[config.mk]
export PLATFORM = sky130hd
export DESIGN_NAME = el2_exu_custom_rdout_flat
export DESIGN_NICKNAME = d
export VERILOG_FILES = /design/src/rtl/el2_exu_custom_rdout_if.sv /design/src/rtl/el2_exu_custom_rdout.sv /design/src/flat_wrapper.sv
export SDC_FILE = /design/constraint.sdc
export NUM_CORES = 1
export LEC_CHECK = 0
export BUFFER_PORTS_ARGS = -buffer_cell sky130_fd_sc_hd__buf_2
export CAP_MARGIN = 30
export CORE_ASPECT_RATIO = 1.75
export CORE_MARGIN = 4
export CORE_UTILIZATION = 56
export CTS_BUF_LIST = sky130_fd_sc_hd__clkbuf_8
export DETAILED_ROUTE_END_ITERATION = 10
export PLACE_DENSITY = 0.81
export REMOVE_ABC_BUFFERS = 1
export SLEW_MARGIN = 10
export SYNTH_ARGS = -nofsm -noshare
export SYNTH_HDL_FRONTEND = slang
export SYNTH_SLANG_ARGS = --single-unit
export TNS_END_PERCENT = 20
[constraint.sdc]
create_clock -name clk -period 3.6 [get_ports clk]
set_input_delay 0.72 -clock clk [delete_from_list [all_inputs] [get_ports clk]]
set_output_delay 0.72 -clock clk [all_outputs]
set_load 0.03 [all_outputs]
[src/rtl/el2_exu_custom_rdout_if.sv]
// Unload-side handshake of the custom finite-field multiply unit.
// The master is the EXU decode/multiplier side and the slave is el2_exu_custom_rdout.
interface el2_exu_custom_rdout_if #(
   parameter int WIDTH  = 409,
   parameter int NWORDS = 13,
   parameter int IDXW   = $clog2(NWORDS)
);
   logic             finish_p_i;
   logic [WIDTH-1:0] result_i;
   logic             clear_i;
   logic             rd_start_i;
   logic             rd_inc_i;
   logic             rd_end_i;
   logic [31:0]      rd_data_o;
   logic             rd_valid_o;
   logic             busy_o;
   logic             res_vld_o;
   logic [IDXW-1:0]  idx_o;
   logic             err_o;

   modport master (
      output finish_p_i, result_i, clear_i, rd_start_i, rd_inc_i, rd_end_i,
      input  rd_data_o, rd_valid_o, busy_o, res_vld_o, idx_o, err_o
   );

   modport slave (
      input  finish_p_i, result_i, clear_i, rd_start_i, rd_inc_i, rd_end_i,
      output rd_data_o, rd_valid_o, busy_o, res_vld_o, idx_o, err_o
   );
endinterface

[src/rtl/el2_exu_custom_rdout.sv]
// Holds the finite-field multiplier result and returns it as 32-bit words on ffread* decodes.
// Define EL2_FFRD_STALL_EN to stall (busy_o) a request that arrives before the result exists.
module el2_exu_custom_rdout #(
   parameter int WIDTH  = 409,
   parameter int NWORDS = 13,
   parameter int IDXW   = $clog2(NWORDS)
) (
   input logic                   clk,
   input logic                   rst_l,
   input logic                   scan_mode,
   el2_exu_custom_rdout_if.slave bus
);

   localparam int PADW = NWORDS * 32;

   typedef enum logic [1:0] {
      ST_IDLE  = 2'd0,
      ST_READY = 2'd1,
      ST_PEND  = 2'd2
   } state_e;

   typedef enum logic [1:0] {
      OP_START = 2'd0,
      OP_INC   = 2'd1,
      OP_END   = 2'd2
   } op_e;

   // Bits at or above WIDTH read back as zero in the top word.
   function automatic logic [31:0] word_sel(input logic [WIDTH-1:0] src, input logic [IDXW-1:0] k);
      logic [PADW-1:0] pad;
      pad = '0;
      pad[WIDTH-1:0] = src;
      return pad[int'(k) * 32 +: 32];
   endfunction

   function automatic logic [IDXW-1:0] next_idx(input op_e op, input logic [IDXW-1:0] cur);
      logic [IDXW-1:0] nxt;
      case (op)
         OP_START: nxt = IDXW'(1);
         OP_INC:   nxt = (cur == IDXW'(NWORDS - 1)) ? '0 : cur + IDXW'(1);
         OP_END:   nxt = '0;
         default:  nxt = '0;
      endcase
      return nxt;
   endfunction

   state_e           state_q, state_d;
   logic [WIDTH-1:0] res_q, res_d;
   logic [IDXW-1:0]  idx_q, idx_d;
   logic [31:0]      rd_data_q, rd_data_d;
   logic             rd_valid_q, rd_valid_d;
   logic             busy_q, busy_d;
   logic             res_vld_q, res_vld_d;
   logic             err_q, err_d;
`ifdef EL2_FFRD_STALL_EN
   op_e              op_q, op_d;
`endif

   logic             rd_req_s;
   op_e              req_op_s;
   logic             serve_s;
   op_e              serve_op_s;
   logic [WIDTH-1:0] serve_src_s;
   logic [IDXW-1:0]  serve_k_s;
   logic             zero_s;
   logic             drop_s;
   logic             hold_new_s;
   logic             unused_scan_s;

   assign unused_scan_s = scan_mode;

   // Request decode: start beats end, end beats inc.
   always_comb begin
      rd_req_s = bus.rd_start_i | bus.rd_inc_i | bus.rd_end_i;
      if (bus.rd_start_i) begin
         req_op_s = OP_START;
      end else if (bus.rd_end_i) begin
         req_op_s = OP_END;
      end else begin
         req_op_s = OP_INC;
      end
   end

   // Next-state, capture and word-return logic.
   always_comb begin
      state_d     = state_q;
      res_d       = res_q;
      idx_d       = idx_q;
      rd_data_d   = rd_data_q;
      rd_valid_d  = 1'b0;
      err_d       = err_q;
      serve_s     = 1'b0;
      serve_op_s  = req_op_s;
      serve_src_s = res_q;
      serve_k_s   = '0;
      zero_s      = 1'b0;
      drop_s      = 1'b0;
      hold_new_s  = 1'b0;
`ifdef EL2_FFRD_STALL_EN
      op_d        = op_q;
`endif

      case (state_q)
         ST_IDLE: begin
            if (bus.finish_p_i) begin
               res_d       = bus.result_i;
               state_d     = ST_READY;
               hold_new_s  = 1'b1;
               serve_s     = rd_req_s;
               serve_src_s = bus.result_i;
            end else if (rd_req_s) begin
`ifdef EL2_FFRD_STALL_EN
               state_d = ST_PEND;
               op_d    = req_op_s;
`else
               serve_s = 1'b1;
               zero_s  = 1'b1;
               err_d   = 1'b1;
`endif
            end else if (bus.clear_i) begin
               idx_d = '0;
            end else begin
               idx_d = idx_q;
            end
         end
         ST_READY: begin
            serve_s = rd_req_s;
            if (bus.finish_p_i) begin
               res_d      = bus.result_i;
               hold_new_s = 1'b1;
            end else if (bus.clear_i) begin
               drop_s  = 1'b1;
               idx_d   = '0;
               state_d = ST_IDLE;
            end else begin
               res_d = res_q;
            end
         end
`ifdef EL2_FFRD_STALL_EN
         ST_PEND: begin
            if (rd_req_s) begin
               err_d = 1'b1;
            end else begin
               err_d = err_q;
            end
            // The latched request is answered straight from the incoming result.
            if (bus.finish_p_i) begin
               res_d       = bus.result_i;
               serve_s     = 1'b1;
               serve_op_s  = op_q;
               serve_src_s = bus.result_i;
            end else if (bus.clear_i) begin
               idx_d = '0;
            end else begin
               idx_d = idx_q;
            end
         end
`endif
         default: begin
            state_d = ST_IDLE;
         end
      endcase

      if (serve_s) begin
         rd_valid_d = 1'b1;
         if (serve_op_s == OP_START) begin
            serve_k_s = '0;
         end else begin
            serve_k_s = idx_q;
         end
         rd_data_d = zero_s ? 32'h0000_0000 : word_sel(serve_src_s, serve_k_s);
         if (drop_s) begin
            idx_d = '0;
         end else begin
            idx_d = next_idx(serve_op_s, idx_q);
         end
         // A fresh capture in the same cycle keeps a result held even after an end.
         if (zero_s || drop_s) begin
            state_d = ST_IDLE;
         end else if ((serve_op_s == OP_END) && !hold_new_s) begin
            state_d = ST_IDLE;
         end else begin
            state_d = ST_READY;
         end
      end else begin
         rd_valid_d = 1'b0;
      end

`ifdef EL2_FFRD_STALL_EN
      busy_d = (state_d == ST_PEND);
`else
      busy_d = 1'b0;
`endif
      res_vld_d = (state_d == ST_READY);
   end

   // State, held result and registered outputs.
   always_ff @(posedge clk or negedge rst_l) begin
      if (!rst_l) begin
         state_q    <= ST_IDLE;
         res_q      <= '0;
         idx_q      <= '0;
         rd_data_q  <= 32'h0000_0000;
         rd_valid_q <= 1'b0;
         busy_q     <= 1'b0;
         res_vld_q  <= 1'b0;
         err_q      <= 1'b0;
`ifdef EL2_FFRD_STALL_EN
         op_q       <= OP_START;
`endif
      end else begin
         state_q    <= state_d;
         res_q      <= res_d;
         idx_q      <= idx_d;
         rd_data_q  <= rd_data_d;
         rd_valid_q <= rd_valid_d;
         busy_q     <= busy_d;
         res_vld_q  <= res_vld_d;
         err_q      <= err_d;
`ifdef EL2_FFRD_STALL_EN
         op_q       <= op_d;
`endif
      end
   end

   assign bus.rd_data_o  = rd_data_q;
   assign bus.rd_valid_o = rd_valid_q;
   assign bus.busy_o     = busy_q;
   assign bus.res_vld_o  = res_vld_q;
   assign bus.idx_o      = idx_q;
   assign bus.err_o      = err_q;

endmodule
[src/flat_wrapper.sv]
// flat-port wrapper written by rule: the top's interface ports become plain ports
module el2_exu_custom_rdout_flat 
#(
   parameter int WIDTH  = 409,
   parameter int NWORDS = 13,
   parameter int IDXW   = $clog2(NWORDS)
)
  (clk, rst_l, scan_mode, bus_finish_p_i, bus_result_i, bus_clear_i, bus_rd_start_i, bus_rd_inc_i, bus_rd_end_i, bus_rd_data_o, bus_rd_valid_o, bus_busy_o, bus_res_vld_o, bus_idx_o, bus_err_o);
  el2_exu_custom_rdout_if #(.WIDTH(WIDTH), .NWORDS(NWORDS), .IDXW(IDXW)) bus_i ();
  input logic clk;
  input logic rst_l;
  input logic scan_mode;
  input wire logic [$bits(bus_i.finish_p_i)-1:0] bus_finish_p_i;
  input wire logic [$bits(bus_i.result_i)-1:0] bus_result_i;
  input wire logic [$bits(bus_i.clear_i)-1:0] bus_clear_i;
  input wire logic [$bits(bus_i.rd_start_i)-1:0] bus_rd_start_i;
  input wire logic [$bits(bus_i.rd_inc_i)-1:0] bus_rd_inc_i;
  input wire logic [$bits(bus_i.rd_end_i)-1:0] bus_rd_end_i;
  output wire logic [$bits(bus_i.rd_data_o)-1:0] bus_rd_data_o;
  output wire logic [$bits(bus_i.rd_valid_o)-1:0] bus_rd_valid_o;
  output wire logic [$bits(bus_i.busy_o)-1:0] bus_busy_o;
  output wire logic [$bits(bus_i.res_vld_o)-1:0] bus_res_vld_o;
  output wire logic [$bits(bus_i.idx_o)-1:0] bus_idx_o;
  output wire logic [$bits(bus_i.err_o)-1:0] bus_err_o;
  assign bus_i.finish_p_i = bus_finish_p_i;
  assign bus_i.result_i = bus_result_i;
  assign bus_i.clear_i = bus_clear_i;
  assign bus_i.rd_start_i = bus_rd_start_i;
  assign bus_i.rd_inc_i = bus_rd_inc_i;
  assign bus_i.rd_end_i = bus_rd_end_i;
  assign bus_rd_data_o = bus_i.rd_data_o;
  assign bus_rd_valid_o = bus_i.rd_valid_o;
  assign bus_busy_o = bus_i.busy_o;
  assign bus_res_vld_o = bus_i.res_vld_o;
  assign bus_idx_o = bus_i.idx_o;
  assign bus_err_o = bus_i.err_o;
  el2_exu_custom_rdout #(.WIDTH(WIDTH), .NWORDS(NWORDS), .IDXW(IDXW)) u_core (.clk(clk), .rst_l(rst_l), .scan_mode(scan_mode), .bus(bus_i));
endmodule
# [Yosys cells after proc, flatten, opt, wreduce, memory -nomap -nowiden]
# Index checks and enable logic that the tools add are counted.
[classes] addsub=1 n_eq_ne=8 shifts=1 mux=34 n_bitwise=3 reduce_logical=9
[ops] cell="$mux W409" n=2
[ops] cell="$shiftx A416 B10 Y32" n=1
[ops] cell="$mux W4" n=9
[ops] cell="$mux W32" n=1
[ops] cell="$pmux W4 S2" n=2
[ops] cell="$mux W2" n=7
[ops] cell="$mux W1" n=11
[ops] cell="$eq A2 B1 Y1 const B" n=3
[ops] cell="$ne A3 B2 Y1 const B" n=2
[ops] cell="$add A4 B1 Y4 const B" n=1
[ops] cell="$eq A4 B4 Y1 const B" n=1
[ops] cell="$logic_not A2 Y1" n=2
[ops] cell="$pmux W2 S2" n=1
[ops] cell="$reduce_and A4 Y1" n=1
[ops] cell="$ne A3 B3 Y1 const B" n=1
[ops] cell="$reduce_and A3 Y1" n=1
[ops] cell="$reduce_bool A3 Y1" n=1
[ops] cell="$eq A2 B2 Y1 const B" n=1
[ops] cell="$or A1 B1 Y1" n=2
[ops] cell="$pmux W1 S2" n=1
[ops] cell="$reduce_or A2 Y1" n=1
[ops] cell="$logic_and A1 B1 Y1" n=1
[ops] cell="$logic_not A1 Y1" n=1
[ops] cell="$logic_or A1 B1 Y1" n=1
[ops] cell="$not A1 Y1" n=1
[totals] reg_bits=450 in_bits=417 output_inout_bits=40 wordCells=63

# [Longest topological paths before layout]
# Gate-level depths: netlist of the first run.
[depth] word_depth=9 mapped_depth=11 depth_no_buf=6

# [Worst setup path after synthesis of the first run]
# Ideal clock, no wire load.
[synth_path] path_type="in2reg" from="input port bus_finish_p_i" to="register u_core.rd_data_q[10], in the netlist u_core.bus.rd_data_o[10]" setup_time_ns=0.142 arrival_ns=2.291 t_required_ns=3.458 slack_ns=1.167 path_stages=7 n_path_buf=3 cell_sequence="nor3b_2 > buf_6 > buf_6 > buf_6 > mux4_2 > a221oi_1 > o311ai_1"
[synth_between] elab_chain_cells=4 elab_cells_between_ends=8 cone_classes="1 x shift; 7 x mux"
[synth_rtl] element="start: declaration" line_no="flat_wrapper.sv:13" text="input wire logic [$bits(bus_i.finish_p_i)-1:0] bus_finish_p_i;"
[synth_rtl] element="$mux W409"
[synth_rtl] element="$mux W409" line_no="el2_exu_custom_rdout.sv:103" text="case (state_q)"
[synth_rtl] element="$shiftx A416 B10 Y32" line_no="el2_exu_custom_rdout.sv:33" text="return pad[int'(k) * 32 +: 32];"
[synth_rtl] element="$mux W32" line_no="el2_exu_custom_rdout.sv:171" text="rd_data_d = zero_s ? 32'h0000_0000 : word_sel(serve_src_s, serve_k_s);"
[synth_rtl] element="end signal: assignment" line_no="el2_exu_custom_rdout.sv:215" text="rd_data_q <= rd_data_d;"
[synth_rtl] element="end: declaration" line_no="el2_exu_custom_rdout.sv:50" text="logic [31:0] rd_data_q, rd_data_d;"
# Parallel ways exist; a longest one is shown, timed or not.
# A chain may end at the register's enable or synchronous reset.

# [Worst setup path in the final report of the first run]
[layout_path] from="register u_core.idx_q[0], in the netlist u_core.bus.idx_o[0]" to="register u_core.rd_data_q[20], in the netlist u_core.bus.rd_data_o[20]"
[layout_between] elab_chain_cells=4
[layout_rtl] element="start: declaration" line_no="el2_exu_custom_rdout.sv:49" text="logic [IDXW-1:0] idx_q, idx_d;"
[layout_rtl] element="start signal: assignment" line_no="el2_exu_custom_rdout.sv:214" text="idx_q <= idx_d;"
[layout_rtl] element="$mux W4" line_no="el2_exu_custom_rdout.sv:166" text="if (serve_op_s == OP_START) begin"
[layout_rtl] element="$mux W4" line_no="el2_exu_custom_rdout.sv:164" text="if (serve_s) begin"
[layout_rtl] element="$shiftx A416 B10 Y32" line_no="el2_exu_custom_rdout.sv:33"
[layout_rtl] element="$mux W32" line_no="el2_exu_custom_rdout.sv:171"
# No other way between the ends. The select of a mux whose other input is x is not followed.

==> key figures, run 1 <==
Outcome
  – Status: finished, final reports clean

Detailed routing
  – Routed WL: just under 70 mm
  – DR WL/cell: roughly 25 µm
  – DRT iter0 DRCs: about 1300
  – Total iterations of the first detailed-routing run: 5
  – DRC errors left: 0
  – Via Count: roughly 17000
  – Vias per inst: between 6 and 7
  – Antenna viol nets, final: 0

Logic synthesis
  – Cells after Synth: between 1500 and 2000
  – Asr flop ratio synth: 100.0%
  – Netlist Area Pre-Place: approximately 23000 µm²
  – Yosys top cell area share: roughly half
  – Area contributors post-synth: dfrtp_1 49%, mux2_2 20%, mux4_2 16%
  – Syn. warnings: 0
  – Post-synth top cells: 450 x dfrtp_1, 409 x mux2_2, 168 x mux4_2, 156 x nand2_1, 64 x clkbuf_1
  – EDFF count, synth: 0
  – Sequential area share after synthesis: between 40% and 50%
  – Unique masters post-synth: between 50 and 60
  – Synthesized area per cell: around 14 µm²
  – Seq cells post-synth: 450
  – Most frequent cell after synthesis: dfrtp_1
  – Top_reg_cell synth: dfrtp_1
  – Synth area leader: dfrtp_1

GRT
  – Initial antenna violation count: 55
  – First-pass GRT wire length: between 100 and 150 mm
  – Gr ovfl total: 0
  – Tot GR Track Use: between 20 and 30%
  – Largest net degree at the start of global routing: 83
  – Vias in the first global route: roughly 19000

Clock tree
  – H-tree level count: 3
  – Post_cts resized: 0
  – CTS tree: done
  – Clock tree buffer depth: 3
  – Total CTS buffers: 69
  – Skew-Pair Late Insertion Delay: around 0.62 ns
  – Clock slew at reported path FFs: approximately 0.06 ns
  – Post-CTS Hold Buffers: 0
  – Root Driver: clkbuf_8
  – Setup Buffers After CTS: 0
  – Sink Count: 450

Pwr
  – Power share of the clock group: roughly a third
  – NetSw: 3.747 mW
  – Leakage power: about 12 nW
  – Tot Pwr: 13.50 mW
  – Switch share: between 20% and 30%
  – Pwr dens: roughly 490 nW/µm²
  – Peak VDD IR: between 0.4 and 0.5 mV
  – Seq pwr share: a little under half
  – Pint: 9.751 mW
  – Combinational power share: 21.3%

Placement
  – Port bufs: 454
  – Placed insts: between 2000 and 3000
  – Cell Area, Placed: about 26000 µm²
  – Final HPWL DP: around 48 mm
  – GPL Wtd Cong: approximately 0.9

Finish
  – Multi-input logic area: around 11000 µm²
  – Fill count: 2903
  – Reg area: between 10000 and 15000 µm²
  – Fin util: roughly two thirds
  – Fraction of layout cells with a size suffix above 1: around 58%
  – Area delta synth->final: 20.24%
  – Post-route cell area: 27760 µm²
  – Post-route insts no fill: 2730
  – Nets@finish: around 2500

Critical path
  – Crit path buffers/inverters: 2
  – Worst Reg2Reg Path Length in Cells: 8
  – Critical Path Start Type: register
  – Internal reg-to-reg setup slack: about 0.75 ns
  – Crit-path cells: buf_4 > nand2b_1 > buf_4 > nor2_1 > nand3_1 > a32oi_1 > o21ai_0 > a32o_1
  – Crit. End Element: register
  – Stages on worst setup path: 8
  – Reg-to-Reg Start: u_core.bus.idx_o[0]
  – Critical path startpoint: u_core.bus.idx_o[0]
  – Worst path top cell family by delay: simple AND/OR/NAND/NOR gates
  – CP endpoint: u_core.bus.rd_data_o[20]
  – CP max-delay cell: buf_4
  – Critical path class: register to register
  – Worst Path Arrival: 3.35 ns
  – Most used cell, CP: buf_4
  – RR Endpoint: u_core.bus.rd_data_o[20]
  – Critical path's largest stage delay: about 0.5 ns
  – Worst EP required: between 4 and 5 ns
  – Max FO, Critical Path: 35

Die
  – Die Height: 276.6 µm
  – Total core area: between 40000 and 50000 µm²
  – DIE WIDTH: ~160 µm
  – Die ar.: 44660 µm²
  – I/O pin count: 457
  – Initial core utilization: between 50% and 60%
  – FP Rows: slightly below 100

Min path
  – Worst min-delay path class: primary input to asynchronous set/reset pin

Timing
  – Final Skew: 0.02850 ns
  – Fmax: 350.8 MHz
  – Final setup vio count: 0
  – Setup TNS: 0 ns
  – Crit path time final: 2.851 ns
  – RSZ-0062 raised after global routing: no
  – Final period utilization: approximately four fifths
  – Final-report hold violation count: 0
  – Worst slew margin: between 40 and 50%
  – Final Slew Violations: 0
  – Actual slew at the worst max-slew pin: about 0.83 ns

Flow run
  – # Max-Cap Violations: 0
[registers in the layout (all words and copies together) (netlist names)]
signal	count
u_core.bus.idx_o	4
u_core.res_q	409
u_core.state_q	2
u_core.bus.err_o	1
u_core.bus.res_vld_o	1
u_core.bus.rd_data_o	32
u_core.bus.rd_valid_o	1
[power by group through the flow]
stage / sequential (mW) / clock, mW / combinational (mW)
global route: 6.29 / 4.69 / 3.10
detailed placement: 6.29 / 0 / 2.88
floorplan: 6.32 / 0 / 2.16
CTS: 6.20 / 4.46 / 2.89
finish: 6.23 / 4.39 / 2.88
global placement: 6.21 / 0 / 2.77
[cell type report]
class                      instances  share of cell area, %
sequential                       450                  40.58
multi-input combinational       1029                  39.98
timing repair buffer             523                  11.31
clock buffer                      88                  4.364
tap                              550                  2.479
clock inverter                    33                 0.7528
antenna                           52                 0.4688
inverter                           5                0.06762
[per-stage QoR]
step | hold WS [ns] | setup slack, ns
after global routing | 0.1361 | 0.5464
after detailed placement | 0.4706 | 0.4499
after floorplan | 0.4244 | -16.94
after global placement | 0.4591 | 0.4693
final | 0.1071 | 0.7491
after CTS | 0.1087 | 0.7595
[worst min-delay path by stage]
stage / to / slack, ns / cells after the start
final: u_core.res_q[156] / 0.11 / 1
after global routing: u_core.res_q[156] / 0.14 / 1
after CTS: u_core.res_q[156] / 0.11 / 1
after detailed placement: u_core.bus.err_o / 0.47 / 1
after global placement: u_core.bus.err_o / 0.46 / 1
after floorplan: u_core.bus.err_o / 0.42 / 0
[per-layer routing]
layer  global-route usage [%]  part of all wire [%]
met5                        0                 0.050
met4                    20.27                   6.6
met1                    33.16                    34
met2                    50.96                    53
met3                    6.895                   6.7
[cells in the final DEF, fill, tap and decap left out, types with 27 or more instances in the layout]
master and count:
mux4_2 168, clkbuf_8 88, mux2_2 409, buf_12 27
o22ai_1 34, buf_4 42, nand2_1 155, diode_2 52
dfrtp_1 448, buf_2 453, a21oi_1 53
[cells by family after synthesis]
group	after synthesis	synth area share, %
flip-flops	450	48.78
AND/OR/NAND/NOR	237	4.759
other	1	0.01624
adder cells (fa/ha/maj)	2	0.1084
AO/OA/AOI/OAI	192	5.859
XOR/XNOR	1	0.03795
buffers and inverters	136	3.317
multiplexers	595	37.12
(Power assumes the default switching activity.)
==> run 2: changes to the inputs <==
--- a/config.mk
+++ b/config.mk
@@ -9,10 +9,10 @@
 export CAP_MARGIN = 30
 export CORE_ASPECT_RATIO = 1.75
 export CORE_MARGIN = 4
-export CORE_UTILIZATION = 56
+export CORE_UTILIZATION = 52
 export CTS_BUF_LIST = sky130_fd_sc_hd__clkbuf_8
 export DETAILED_ROUTE_END_ITERATION = 10
-export PLACE_DENSITY = 0.81
+export PLACE_DENSITY = 0.79
 export REMOVE_ABC_BUFFERS = 1
 export SLEW_MARGIN = 10
 export SYNTH_ARGS = -nofsm -noshare
==> constraint.sdc (replaced) <==
create_clock -name clk -period 2.53 [get_ports clk]
set_input_delay 0.506 -clock clk [delete_from_list [all_inputs] [get_ports clk]]
set_output_delay 0.506 -clock clk [all_outputs]
set_load 0.03 [all_outputs]
==> run 2 against run 1 <==
  * Design area up 2.2%
  * Highest routed layer unchanged
  * Routed wire length increased by 3.3%
  * Clock power is 38% higher
  * Combinational power increased by 48%
  * Clock skew up 0.0018 ns
  * Critical endpoint is now u_core.bus.rd_data_o[26]
  * Non-clock buffer count up 76
  * Critical path type unchanged
==> key figures, run 2 (synthesized netlist as in run 1, its figures left out) <==
Critical path
  – Worst Reg2Reg Path Length in Cells: 10 (+2)
  – CP max-delay cell: mux4_2
  – Max FO, Critical Path: 24 (-31%)
  – Critical path's largest stage delay: 0.50 ns (about the same)
  – Worst EP required: 3.03 ns (-1.07 ns)
  – Crit. End Element: register
  – Internal reg-to-reg setup slack: 0.04 ns (-0.71 ns)
  – Worst Path Arrival: 2.98 ns (-0.37 ns)
  – Reg-to-Reg Start: u_core.state_q[0]
  – Critical Path Start Type: register
  – RR Endpoint: u_core.bus.rd_data_o[26]
  – Crit-path cells: nor3b_4 > buf_12 > buf_12 > buf_12 > buf_4 > mux4_2 > nand2_1 > a21oi_1 > a21oi_1 > o31ai_1
  – Most used cell, CP: buf_12
  – Critical path class: register to register

Detailed routing
  – DRT iter0 DRCs: 1179 (-9.7%)
  – DRC errors left: 0 (unchanged)
  – DR WL/cell: 25.04 µm (+0.94%)
  – Vias per inst: 6.161 (+0.57%)
  – Antenna viol nets, final: 0 (unchanged)
  – Via Count: 17220 (+3.0%)
  – Total iterations of the first detailed-routing run: 5 (unchanged)
  – Routed WL: 69.99 mm (+3.3%)

Timing
  – Final WS setup: 0.04393 ns (-0.7052 ns)
  – Hold slack: 0.1306 ns (+0.02350 ns)
  – Final setup vio count: 0 (unchanged)
  – Final Skew: 0.03031 ns (+0.001806 ns)
  – Final Slew Violations: 0 (unchanged)
  – Crit path time final: 2.486 ns (-0.3648 ns)
  – Final-report hold violation count: 0 (unchanged)
  – Final period utilization: 98.26% (+19 points)
  – Fmax: 402.2 MHz (+15%)
  – RSZ-0062 raised after global routing: yes
  – Actual slew at the worst max-slew pin: 0.6970 ns (-0.1351 ns)
  – Worst slew margin: 53.53% (+9.1 points)

Placement
  – GPL Wtd Cong: 0.8766 (-1.4%)
  – Final HPWL DP: 51.41 mm (+7.1%)
  – Setup WS pre-CTS: -0.2236 ns (-0.6735 ns)
  – Cell Area, Placed: 26840 µm² (+2.4%)
  – Port bufs: 454 (unchanged)

Finish
  – Area delta synth->final: 22.90%
  – Fraction of layout cells with a size suffix above 1: 59.12% (+1.6 points)
  – Nets@finish: 2572 (+3.0%)
  – Fill count: 3196 (+10%)
  – Top reg by flops: u_core.res_q
  – Most frequent cells in the layout: 453 x buf_2, 447 x dfrtp_1, 409 x mux2_2
  – Multi-input logic area: 11110 µm² (+0.10%)
  – Max reg flops: 409 (unchanged)
  – Post-route cell area: 28370 µm² (+2.2%)
  – Reg area: 11260 µm² (about the same)
  – Commonest non-fill, non-tap cell in the layout: buf_2

Pwr
  – Leakage power: 12.17 nW (+3.3%)
  – Pwr dens: 675.5 nW/µm² (+39%)
  – Peak VDD IR: 0.5862 mV (+43%)

Die
  – Die Height: 286.7 µm (+3.7%)
  – Die ar.: 47960 µm² (+7.4%)
  – Total core area: 43600 µm² (+6.8%)
  – DIE WIDTH: 167.3 µm (+3.6%)
  – I/O pin count: 457 (unchanged)
  – FP Rows: 101 (+3.1%)
  – Initial core utilization: 52.95% (-3.6 points)

GRT
  – Initial antenna violation count: 35 (-36%)
  – Tot GR Track Use: 28.69% (-1.2 points)
  – First-pass GRT wire length: 107.0 mm (+3.7%)
  – Largest net degree at the start of global routing: 79 (-4.8%)
  – Gr ovfl total: 0 (unchanged)
  – Vias in the first global route: 19260 (+3.8%)

Min path
  – Hold EP: u_core.res_q[357]
  – Worst min-delay path class: primary input to register
  – Min-delay src: bus_result_i[357]
  – Hold depth: 2

Clock tree
  – Skew-Pair Late Insertion Delay: 0.62 ns (about the same)
  – Clock slew at reported path FFs: 0.07 ns (about the same)
  – CTS tree: done
  – H-tree level count: 3 (unchanged)
  – Total CTS buffers: 68 (-1.4%)
  – Clock tree buffer depth: 3 (unchanged)
  – Root Driver: clkbuf_8
  – Sink Count: 450 (unchanged)

Outcome
  – Status: finished, final reports clean

Flow run
  – # Max-Cap Violations: 0 (unchanged)
## run 2: cell count changes in the layout (fill, tap and decap cells not counted), moves of 3 or more
cell | before | now
inv_1 | 23 | 20
buf_12 | 27 | 34
diode_2 | 52 | 30
buf_4 | 42 | 107
## run 2: report_power, final
group	switching, mW	internal [mW]
Sequential	0.596	8.27
Clock	2.87	3.17
Combinational	1.89	2.37
Total	5.35	13.8
## run 2: layer usage
metal  GRT usage, %  wire (µm)  up-vias
li1               -          -     7300
met5              0         55        -
met2          50.45      37100      814
met3          5.885       4622      233
met1          31.33      23720     8864
met4          18.66       4485        8
## run 2: repair_timing
action,4_1_cts,5_1_grt
gates resized for setup,2,3
buffers inserted,2,2
endpoints found under the setup margin,2,16
hold endpoints to repair,42,0
hold buffers,1,0
pin swaps,1,1
gates cloned,0,1
## run 2: worst max-delay path by stage
| stage | depth (start not counted) | slack [ns] | startpoint | end |
|---|---|---|---|---|
| floorplan | 6 | -18.01 | u_core.state_q[1] | u_core.bus.rd_data_o[24] |
| global route | 10 | -0.08 | u_core.state_q[0] | u_core.bus.rd_data_o[26] |
| detailed placement | 8 | -0.22 | bus_rd_start_i | u_core.bus.rd_data_o[9] |
| global placement | 9 | -0.21 | bus_finish_p_i | u_core.bus.rd_data_o[9] |
| CTS | 7 | 0.003 | u_core.state_q[0] | u_core.bus.rd_data_o[4] |
| finish | 10 | 0.04 | u_core.state_q[0] | u_core.bus.rd_data_o[26] |
## run 2: critical path: cells and delay by family (launching register included)
kind | cells | cell delay (ns)
flops | 1 | 0.45
simple gates | 2 | 0.31
buf+inv | 4 | 0.71
mux | 1 | 0.50
compound gates | 3 | 0.35
## run 2: layout make-up
class                      count  area share (%)
clock inverter                30          0.6042
sequential                   450           39.70
tap                          566           2.496
inverter                       5         0.06615
timing repair buffer         599           13.53
clock buffer                  86           4.172
multi-input combinational   1029           39.16
antenna                       30          0.2646
## run 2: through the flow
stage	power, mW	TNS (ns)	instances	utilization, %
after global placement	12.92	-1.376	2643	61.56
final	19.16	0	2795	65.07
after CTS	19.27	0	2762	64.74
after floorplan	12.06	-7722.02	1484	-
after global routing	20.03	-0.4034	2794	65.07
after detailed placement	13.20	-2.262	2643	61.56
